<file path="src/rtl/vga_pkg.sv">
// rtl/vga_pkg.sv - shared raster timing constants for 800x600 at 72 Hz
package vga_pkg;

  localparam int CNT_W = 11;

  typedef logic [CNT_W-1:0] count_t;

  function automatic int axis_total(input int visible, input int front,
                                    input int sync, input int back);
    return visible + front + sync + back;
  endfunction

  localparam int H_VISIBLE_DEF = 800;
  localparam int H_FRONT_DEF   = 56;
  localparam int H_SYNC_DEF    = 120;
  localparam int H_BACK_DEF    = 64;
  localparam int H_TOTAL_DEF   = axis_total(H_VISIBLE_DEF, H_FRONT_DEF, H_SYNC_DEF, H_BACK_DEF);
  localparam int H_SYNC_START  = H_VISIBLE_DEF + H_FRONT_DEF;
  localparam int H_SYNC_END    = H_SYNC_START + H_SYNC_DEF;

  localparam int V_VISIBLE_DEF = 600;
  localparam int V_FRONT_DEF   = 37;
  localparam int V_SYNC_DEF    = 6;
  localparam int V_BACK_DEF    = 23;
  localparam int V_TOTAL_DEF   = axis_total(V_VISIBLE_DEF, V_FRONT_DEF, V_SYNC_DEF, V_BACK_DEF);
  localparam int V_SYNC_START  = V_VISIBLE_DEF + V_FRONT_DEF;
  localparam int V_SYNC_END    = V_SYNC_START + V_SYNC_DEF;

endpackage

</file>
<file path="src/rtl/vga_axis_counter.sv">
// rtl/vga_axis_counter.sv - one raster axis: wrapping counter with registered sync/blank decode
module vga_axis_counter
  import vga_pkg::*;
#(
  parameter int VISIBLE = H_VISIBLE_DEF,
  parameter int FRONT   = H_FRONT_DEF,
  parameter int SYNC    = H_SYNC_DEF,
  parameter int BACK    = H_BACK_DEF,
  parameter bit POL     = 1'b1
) (
  input  logic   clk_i,
  input  logic   rst_ni,
  input  logic   en_i,
  output count_t count_o,
  output logic   sync_o,
  output logic   blank_axis_o,
  output logic   wrap_o
);

  localparam int     TOTAL      = axis_total(VISIBLE, FRONT, SYNC, BACK);
  localparam count_t LAST       = count_t'(TOTAL - 1);
  localparam count_t VIS_END    = count_t'(VISIBLE);
  localparam count_t SYNC_START = count_t'(VISIBLE + FRONT);
  localparam count_t SYNC_END   = count_t'(VISIBLE + FRONT + SYNC);

  // Declared initial values keep the outputs defined even if reset is never pulsed.
  count_t count_q = '0;
  logic   sync_q  = ~POL;
  logic   blank_q = 1'b0;
  count_t count_d;
  logic   sync_d;
  logic   blank_d;

  assign wrap_o = en_i && (count_q == LAST);

  // Decode from the next count so sync/blank line up with the count they accompany.
  always_comb begin
    count_d = count_q;
    if (en_i) begin
      count_d = (count_q == LAST) ? '0 : count_q + count_t'(1);
    end
    sync_d  = ((count_d >= SYNC_START) && (count_d < SYNC_END)) ? POL : ~POL;
    blank_d = (count_d >= VIS_END);
  end

  always_ff @(posedge clk_i or negedge rst_ni) begin
    if (!rst_ni) begin
      count_q <= '0;
      sync_q  <= ~POL;
      blank_q <= 1'b0;
    end else begin
      count_q <= count_d;
      sync_q  <= sync_d;
      blank_q <= blank_d;
    end
  end

  assign count_o      = count_q;
  assign sync_o       = sync_q;
  assign blank_axis_o = blank_q;

endmodule

</file>
<file path="src/rtl/vga.sv">
// rtl/vga.sv - free-running VGA raster timing generator (default 800x600 at 72 Hz)
module vga
  import vga_pkg::*;
#(
  parameter int H_VISIBLE = H_VISIBLE_DEF,
  parameter int H_FRONT   = H_FRONT_DEF,
  parameter int H_SYNC    = H_SYNC_DEF,
  parameter int H_BACK    = H_BACK_DEF,
  parameter int V_VISIBLE = V_VISIBLE_DEF,
  parameter int V_FRONT   = V_FRONT_DEF,
  parameter int V_SYNC    = V_SYNC_DEF,
  parameter int V_BACK    = V_BACK_DEF,
  parameter bit HS_POL    = 1'b1,
  parameter bit VS_POL    = 1'b1
) (
  input  logic             VGA_clock,
  input  logic             VGA_reset_n,
  output logic             HS,
  output logic             VS,
  output logic [CNT_W-1:0] hcount,
  output logic [CNT_W-1:0] vcount,
  output logic             blank
);

  logic h_wrap;
  logic v_wrap_unused;
  logic blank_h;
  logic blank_v;

  vga_axis_counter #(
    .VISIBLE(H_VISIBLE),
    .FRONT  (H_FRONT),
    .SYNC   (H_SYNC),
    .BACK   (H_BACK),
    .POL    (HS_POL)
  ) u_h (
    .clk_i       (VGA_clock),
    .rst_ni      (VGA_reset_n),
    .en_i        (1'b1),
    .count_o     (hcount),
    .sync_o      (HS),
    .blank_axis_o(blank_h),
    .wrap_o      (h_wrap)
  );

  // The line wrap is the only event that advances the vertical axis.
  vga_axis_counter #(
    .VISIBLE(V_VISIBLE),
    .FRONT  (V_FRONT),
    .SYNC   (V_SYNC),
    .BACK   (V_BACK),
    .POL    (VS_POL)
  ) u_v (
    .clk_i       (VGA_clock),
    .rst_ni      (VGA_reset_n),
    .en_i        (h_wrap),
    .count_o     (vcount),
    .sync_o      (VS),
    .blank_axis_o(blank_v),
    .wrap_o      (v_wrap_unused)
  );

  assign blank = blank_h | blank_v;

endmodule

</file>
<file path="config.mk">
export PLATFORM = sky130hd
export DESIGN_NAME = vga
export DESIGN_NICKNAME = d
export VERILOG_FILES = /design/src/rtl/vga_pkg.sv /design/src/rtl/vga_axis_counter.sv /design/src/rtl/vga.sv
export SDC_FILE = /design/constraint.sdc
export NUM_CORES = 1
export LEC_CHECK = 0
export ABC_AREA = 1
export CORE_MARGIN = 10
export CORE_UTILIZATION = 35
export CTS_BUF_LIST = sky130_fd_sc_hd__clkbuf_2 sky130_fd_sc_hd__clkbuf_4 sky130_fd_sc_hd__clkbuf_8
export CTS_CLUSTER_SIZE = 20
export DETAILED_ROUTE_END_ITERATION = 8
export HOLD_SLACK_MARGIN = 0.03
export PLACE_DENSITY = 0.57
export SLEW_MARGIN = 40
export SYNTH_ARGS = -nofsm -noshare
export SYNTH_HDL_FRONTEND = slang
export SYNTH_SLANG_ARGS = --single-unit
</file>
<file path="constraint.sdc">
create_clock -name VGA_clock -period 2.6 [get_ports VGA_clock]
set_clock_uncertainty 0.05 [all_clocks]
set_input_delay 0.26 -clock VGA_clock [delete_from_list [all_inputs] [get_ports VGA_clock]]
set_output_delay 0.26 -clock VGA_clock [all_outputs]
set_load 0.02 [all_outputs]
</file>
==> summary.md, run 1 <==
| Metric | Value |
|---|---|
| Status | `finished clean` |
| Pin count of the biggest net entering global routing | `27` |
| Synth Net Count | `247` |
| Most frequent cells after synthesis | `nand2_1 (74), inv_1 (49), nor2_1 (30)` |
| Wire length on met3 | `236 µm` |
| HPWL Detailed | `3.231 mm` |
| Routed wire length on met2 | `1.825 mm` |
| Metal-1 WL | `2.049 mm` |
| Mapped Area | `0.001629 mm²` |
| Achievable frequency | `0.4866 GHz` |
| Post-synthesis cell count | `242` |
| Seq cells post-synth | `26` |
| Die height | `88.23 µm` |
| Worst Hold Class | `in2async` |
| Final setup vio count | `0` |
| Wire per inst | `12.78 µm` |
| Register share of total power | `0.535` |
| Fin cells | `325` |
| Initial core utilization | `0.3666` |
| Vias | `1,523` |
| RD Place Congestion | `0.8659` |
| P_leak | `0.001094 µW` |
| Die area | `0.007784 mm²` |
| Synthesized area per cell | `6.732 µm²` |
| Final hold violation count | `0` |
| Number of synthesized flops with an enable pin | `0` |
| Crit path time final | `2055 ps` |
| Worst slew pin tran | `350.9 ps` |
| Max-slew violations | `0` |
| CTS buffer count | `3` |
| Cell internal pwr | `612.5 µW` |
| Async SR Flop Fraction | `1.000` |
| PwrDens | `370.9 mW/mm²` |
| Post-CTS setup buffer count | `0` |
| Vias per cell | `4.686` |
| Share of layout cells above drive strength 1 | `0.06593` |
| Seq/Total Area, Yosys | `0.3994` |
| Sw power | `142.6 µW` |
| PostCTS Resize Cnt | `0` |
| Die X | `88.23 µm` |
| Comb power frac | `0.014` |
| WS Path Type | `reg2reg` |
| Sw Share | `0.1889` |
| Synthesis Warnings | `0` |
| Maxcap violations | `0` |
| Area contributors post-synth | `dfrtp_1 (40%), nand2_1 (17%), inv_1 (11%), nor2_1 (6.9%), nand3_1 (5.5%)` |
| Core area | `0.004444 mm²` |
| First-pass GRT wire length | `7.120 mm` |
| Vias in the first global route | `1,473` |
| Drt drc | `0` |
| VDD IR max | `287.3 µV` |
| Buffers on Ports | `26` |
| Clk pwr share | `0.451` |
| Initial DRC count | `129` |
| CTS hold repair buffers | `0` |
| Final worst slack | `544.8 ps` |
| RSZ-0062 raised after global routing | `no` |
| Layout area overhead | `24.96%` |
| I/O pins | `27` |
| Biggest area consumer among synthesized cells | `dfrtp_1` |
| Share of the synthesized area in the top cell type | `0.3994` |
| Worst Setup End Kind | `flop` |
| Clock-pin slew on the worst setup and hold paths | `90 ps` |
| Top-count cell post-synth | `nand2_1` |
| Max layer used | `met4` |
| Tcrit/Tclk final | `0.7905` |
| DP Cell Count | `321` |
| GRT Residual Overflow | `0` |
| Ant. Diodes | `0` |
| Maximum fanout along the worst path | `8` |
| Pre-CTS WS | `553.7 ps` |
| Root Buffer | `clkbuf_8` |
| TritonCTS clock tree | `done` |
| Synth unique cells | `22` |
| Routed Antenna Nets | `0` |
| Slew HR | `0.7660` |
| Antenna violations before repair | `0` |
| # rows | `24` |
| # fillers | `472` |
| Req. time, crit path | `2760 ps` |
| Nets | `279` |
| Total global-route track usage | `0.1133` |
| WHS | `299.0 ps` |
| Sink Count | `26` |
| Clk buf depth | `2` |
| H-tree depth | `1` |
| First-pass detailed-route iteration total | `4` |
| Reg-to-reg slack, setup | `540 ps` |
| Worst path arrival time | `2220 ps` |
| Startpoint types | `flop` |
| Worst skew pair latency | `270 ps` |
| Setup_tns | `0 ps` |
| Ys flop type | `dfrtp_1` |
| Final wirelength | `4.155 mm` |
-- metrics by stage --
stage / cell area (µm²) / power, µW / util
after floorplan: 1629 / 412.1 / -
after global placement: 1964 / 423.3 / 0.4420
after detailed placement: 1964 / 423.4 / 0.4420
after CTS: 2036 / 773.0 / 0.4581
after global routing: 2036 / 783.5 / 0.4581
final: 2036 / 755.1 / 0.4581
-- logic make-up after synthesis --
kind of cell	count (synthesis)	synth area share
xor+xnor	4	0.02150
simple gates	147	0.4025
flops	26	0.3994
fa+ha+maj	3	0.02304
buf+inv	51	0.1183
compound gates	11	0.03533
-- per-layer routing --
| metal | global-route usage | vias to the layer above |
|---|---|---|
| met5 | 0 | - |
| met2 | 0.1701 | 34 |
| met4 | 0.03231 | 0 |
| li1 | - | 801 |
| met1 | 0.1592 | 684 |
| met3 | 0.02390 | 4 |
-- final cells by class --
class	instances	area [µm²]	share of cell area
clock inverters	1	30.03	0.01475
flip-flops and latches	26	650.6	0.3196
repair buffers	28	275.3	0.1352
inverters	50	187.7	0.09219
well taps	52	65.06	0.03196
clock buffers	3	41.29	0.02028
multi-input cells	165	785.8	0.3860
-- critical path: stages, from the launching register on --
cell and delay, ps:
dfrtp_1 430, ha_1 240, nand2_1 80, nor2_2 150, nand3_2 100, nor2_4 200
nand2_2 110, xor2_1 180, or2_4 260, nand2_2 70, nand2_1 40, nor2_1 90
-- flip-flops by register name, summed over array words and instances, names as in the netlist --
name and count:
u_h.count_o 11, u_v.count_o 11, u_h.blank_axis_o 1, u_h.sync_o 1, u_v.blank_axis_o 1, u_v.sync_o 1
-- cell usage in the layout, fill, tap and decap left out --
cell / instances
nand2_1: 74
inv_1: 49
nor2_1: 30
clkdlybuf4s50_1: 26
dfrtp_1: 26
nand3_1: 18
nand4_1: 9
o21ai_0: 8
xor2_1: 4
nor3_1: 4
nor3_2: 3
ha_1: 3
clkbuf_8: 3
nor2_2: 2
nand2_2: 2
a21oi_1: 2
buf_4: 2
inv_2: 1
nand3_2: 1
nor2_4: 1
nand3b_1: 1
or2_4: 1
or2_2: 1
o31ai_1: 1
bufinv_16: 1
-- power groups by stage --
| stage | logic (µW) | registers (µW) | clock network (µW) |
|---|---|---|---|
| 4_1_cts | 11.3 | 404 | 358 |
| 3_3_place_gp | 11.3 | 412 | 0 |
| 5_1_grt | 12.7 | 404 | 367 |
| 6_report | 10.4 | 404 | 341 |
| 2_1_floorplan | 0.000613 | 412 | 0 |
| 3_5_place_dp | 11.4 | 412 | 0 |
-- final timing paths --
kind | from | to | cells after the start
min in group VGA_clock | u_h.count_o[0] | u_h.count_o[0] | 1
max in group asynchronous | VGA_reset_n | u_v.count_o[0] | 2
max reg2reg | u_h.count_o[0] | u_v.sync_o | 11
min reg2reg | u_h.count_o[0] | u_h.count_o[0] | 1
min | VGA_reset_n | u_h.sync_o | 2
max | u_h.count_o[0] | u_v.sync_o | 11
No activity file was read; power rests on OpenSTA's default activity.
==> run 2: changes to the inputs <==
--- a/config.mk
+++ b/config.mk
@@ -12,7 +12,7 @@
 export CTS_CLUSTER_SIZE = 20
 export DETAILED_ROUTE_END_ITERATION = 8
 export HOLD_SLACK_MARGIN = 0.03
-export PLACE_DENSITY = 0.57
+export PLACE_DENSITY = 0.59
 export SLEW_MARGIN = 40
 export SYNTH_ARGS = -nofsm -noshare
 export SYNTH_HDL_FRONTEND = slang
==> constraint.sdc (replaced) <==
create_clock -name VGA_clock -period 1.7 [get_ports VGA_clock]
set_clock_uncertainty 0.05 [all_clocks]
set_input_delay 0.17 -clock VGA_clock [delete_from_list [all_inputs] [get_ports VGA_clock]]
set_output_delay 0.17 -clock VGA_clock [all_outputs]
set_load 0.02 [all_outputs]
==> run 2 against run 1 <==
Against the previous run:
- the run now ends with setup timing left
- fmax grew 13%
- final cell count grew 16%
- total power grew 29%
- clock-buffer cell count is the same
- largest power group unchanged
- via count grew 13%
- sequential share of layout area shrank 6.1 points
- critical path depth grew 3
- wire length grew 9.1%
- clock power is essentially flat
- worst setup slack lost 670 ps
==> summary.md, run 2 (synthesis results as in run 1) <==
| Metric | Value |
|---|---|
| Slowest stage delay, CP | `400 ps` |
| Top cell by count, worst path | `nand2_2` |
| Antenna violations before repair | `0` |
| Final setup vio count | `4` |
| Maxcap violations | `0` |
| Worst path arrival time | `1970 ps` |
| H-tree depth | `1` |
| Slowest cell on crit path | `dfrtp_2` |
| Crit path time final | `1824 ps` |
| Failing checks | `setup timing` |
| Req. time, crit path | `1850 ps` |
| Initial core utilization | `0.3666` |
| Slew HR | `0.7707` |
| Worst Setup End Kind | `flop` |
| Final worst slack | `-123.7 ps` |
| Critical R2R Capture | `u_v.sync_o` |
| Pin count of the biggest net entering global routing | `27` |
| Maximum fanout along the worst path | `5` |
| Reg-to-reg slack, setup | `-120 ps` |
| Worst Hold Class | `in2async` |
| Worst skew pair latency | `260 ps` |
| RSZ-0062 raised after global routing | `yes` |
| Clock-pin slew on the worst setup and hold paths | `90 ps` |
| Vias | `1,728` |
| Most frequent cells in the layout | `nand2_1 (67), buf_4 (52), inv_1 (47), clkdlybuf4s50_1 (23), dfrtp_1 (20)` |
| GRT Residual Overflow | `0` |
| P_leak | `0.001416 µW` |
| Achievable frequency | `0.5483 GHz` |
| Total global-route track usage | `0.1218` |
| Pre-CTS WS | `-135.5 ps` |
| Die area | `0.007784 mm²` |
| Buffers on Ports | `26` |
| Core area | `0.004444 mm²` |
| Vias in the first global route | `1,785` |
| Root Buffer | `clkbuf_8` |
| Layout area overhead | `55.99%` |
| # fillers | `450` |
| CTS buffer count | `3` |
| Die X | `88.23 µm` |
| Post-Layout Inst Area | `0.002541 mm²` |
| I/O pins | `27` |
| DP Area | `0.002365 mm²` |
| Most common cell after layout, fill and taps aside | `nand2_1` |
| Crit path cell chain | `ha_4 -> nand2_4 -> nor2_4 -> nand3_2 -> nor2_4 -> buf_6 -> nand2_2 -> nand2_2 -> nand2_2 -> nand2_1 -> nand4_1 -> nand2_2 -> nand2_1 -> nor2_1` |
| Startpoint types | `flop` |
| VDD IR max | `237.1 µV` |
| Final hold violation count | `0` |
| Share of layout cells above drive strength 1 | `0.3231` |
| WHS | `217.0 ps` |
| Initial DRC count | `63` |
| Wire per inst | `12.03 µm` |
| Nets | `332` |
| First-pass GRT wire length | `7.707 mm` |
| Final wirelength | `4.535 mm` |
| Max-slew violations | `0` |
| Die height | `88.23 µm` |
| Worst slew pin tran | `343.9 ps` |
| Setup_tns | `-235.1 ps` |
| Ant. Diodes | `0` |
| Worst Reg-to-Reg Cells | `14` |
| Tcrit/Tclk final | `1.073` |
| TritonCTS clock tree | `done` |
| Drt drc | `0` |
| FF-to-FF Start | `u_h.count_o[0]` |
| RD Place Congestion | `0.8483` |
| Clk buf depth | `2` |
| Sink Count | `26` |
| HPWL Detailed | `3.593 mm` |
| Status | `finished with violations` |
| # rows | `24` |
| Vias per cell | `4.584` |
| First-pass detailed-route iteration total | `4` |
| WS Path Type | `reg2reg` |
| PwrDens | `383.0 mW/mm²` |
| Routed Antenna Nets | `0` |
-- run 2: cell types whose count changed in the layout (fill, tap and decap cells not counted), moves of 6 or more --
cell / change
nor2_1: -11
nor2_2: +9
buf_4: +50
dfrtp_2: +6
dfrtp_1: -6
nand2_1: -7
-- run 2: timing repair --
item                       in CTS  in global routing
buffers inserted                3                  2
pin swaps                       6                  7
resized for setup              11                 31
hold buffers                    0                  0
cloned                          0                  0
setup endpoints to repair       6                 14
-- run 2: how the worst max path moves through the flow --
| stage | from | to | slack [ps] | cells after the start |
|---|---|---|---|---|
| floorplan | u_h.count_o[0] | u_v.sync_o | -160 | 10 |
| global placement | u_h.count_o[0] | u_v.sync_o | -140 | 10 |
| detailed placement | u_h.count_o[1] | u_v.sync_o | -140 | 13 |
| CTS | u_h.count_o[1] | u_v.sync_o | -80 | 11 |
| global route | u_v.count_o[3] | u_v.blank_axis_o | -290 | 12 |
| finish | u_h.count_o[0] | u_v.sync_o | -120 | 14 |
-- run 2: metal layers --
| layer | part of all wire | track usage |
|---|---|---|
| met5 | 0 | 0 |
| met4 | 0.0046 | 0.02203 |
| met3 | 0.049 | 0.02757 |
| met2 | 0.50 | 0.2284 |
| met1 | 0.44 | 0.1381 |
-- run 2: critical path: cells and delay by family (launching register included) --
family	cells	cell delay, ps
flip-flops	1	400
AND/OR/NAND/NOR	12	1030
buffers and inverters	1	140
adder cells (fa/ha/maj)	1	150
-- run 2: layout make-up --
| cell class | count | area, µm² | area share |
|---|---|---|---|
| Clock buffer | 3 | 41.29 | 0.01625 |
| Timing Repair Buffer | 81 | 688.2 | 0.2708 |
| Sequential cell | 26 | 658.1 | 0.2590 |
| Tap cell | 52 | 65.06 | 0.02560 |
| Multi-Input combinational cell | 165 | 900.9 | 0.3545 |
| Inverter | 50 | 187.7 | 0.07386 |
-- run 2: stage by stage --
stage          power (µW)  std cells  utilization
2_1_floorplan       630.3        242            -
3_3_place_gp        646.8        370       0.5321
3_5_place_dp        646.9        370       0.5321
4_1_cts             990.5        376       0.5518
5_1_grt              1011        377       0.5718
6_report            973.2        377       0.5718
-- run 2: report_power, final --
group | total [µW] | leakage (µW) | switching, µW | internal (µW)
Combinational | 15.8 | 0.00105 | 12.2 | 3.51
Clock | 340 | 0.0000216 | 181 | 158
Sequential | 618 | 0.000340 | 0 | 618
Total | 973 | 0.00142 | 194 | 780
==> run 3: changes to the inputs <==
--- a/config.mk
+++ b/config.mk
@@ -6,6 +6,7 @@
 export NUM_CORES = 1
 export LEC_CHECK = 0
 export ABC_AREA = 1
+export CAP_MARGIN = 0
 export CORE_MARGIN = 10
 export CORE_UTILIZATION = 35
 export CTS_BUF_LIST = sky130_fd_sc_hd__clkbuf_2 sky130_fd_sc_hd__clkbuf_4 sky130_fd_sc_hd__clkbuf_8
==> results of run 3 <==
Same layout as run 2: the final DEF is identical, and so are final timing and power.
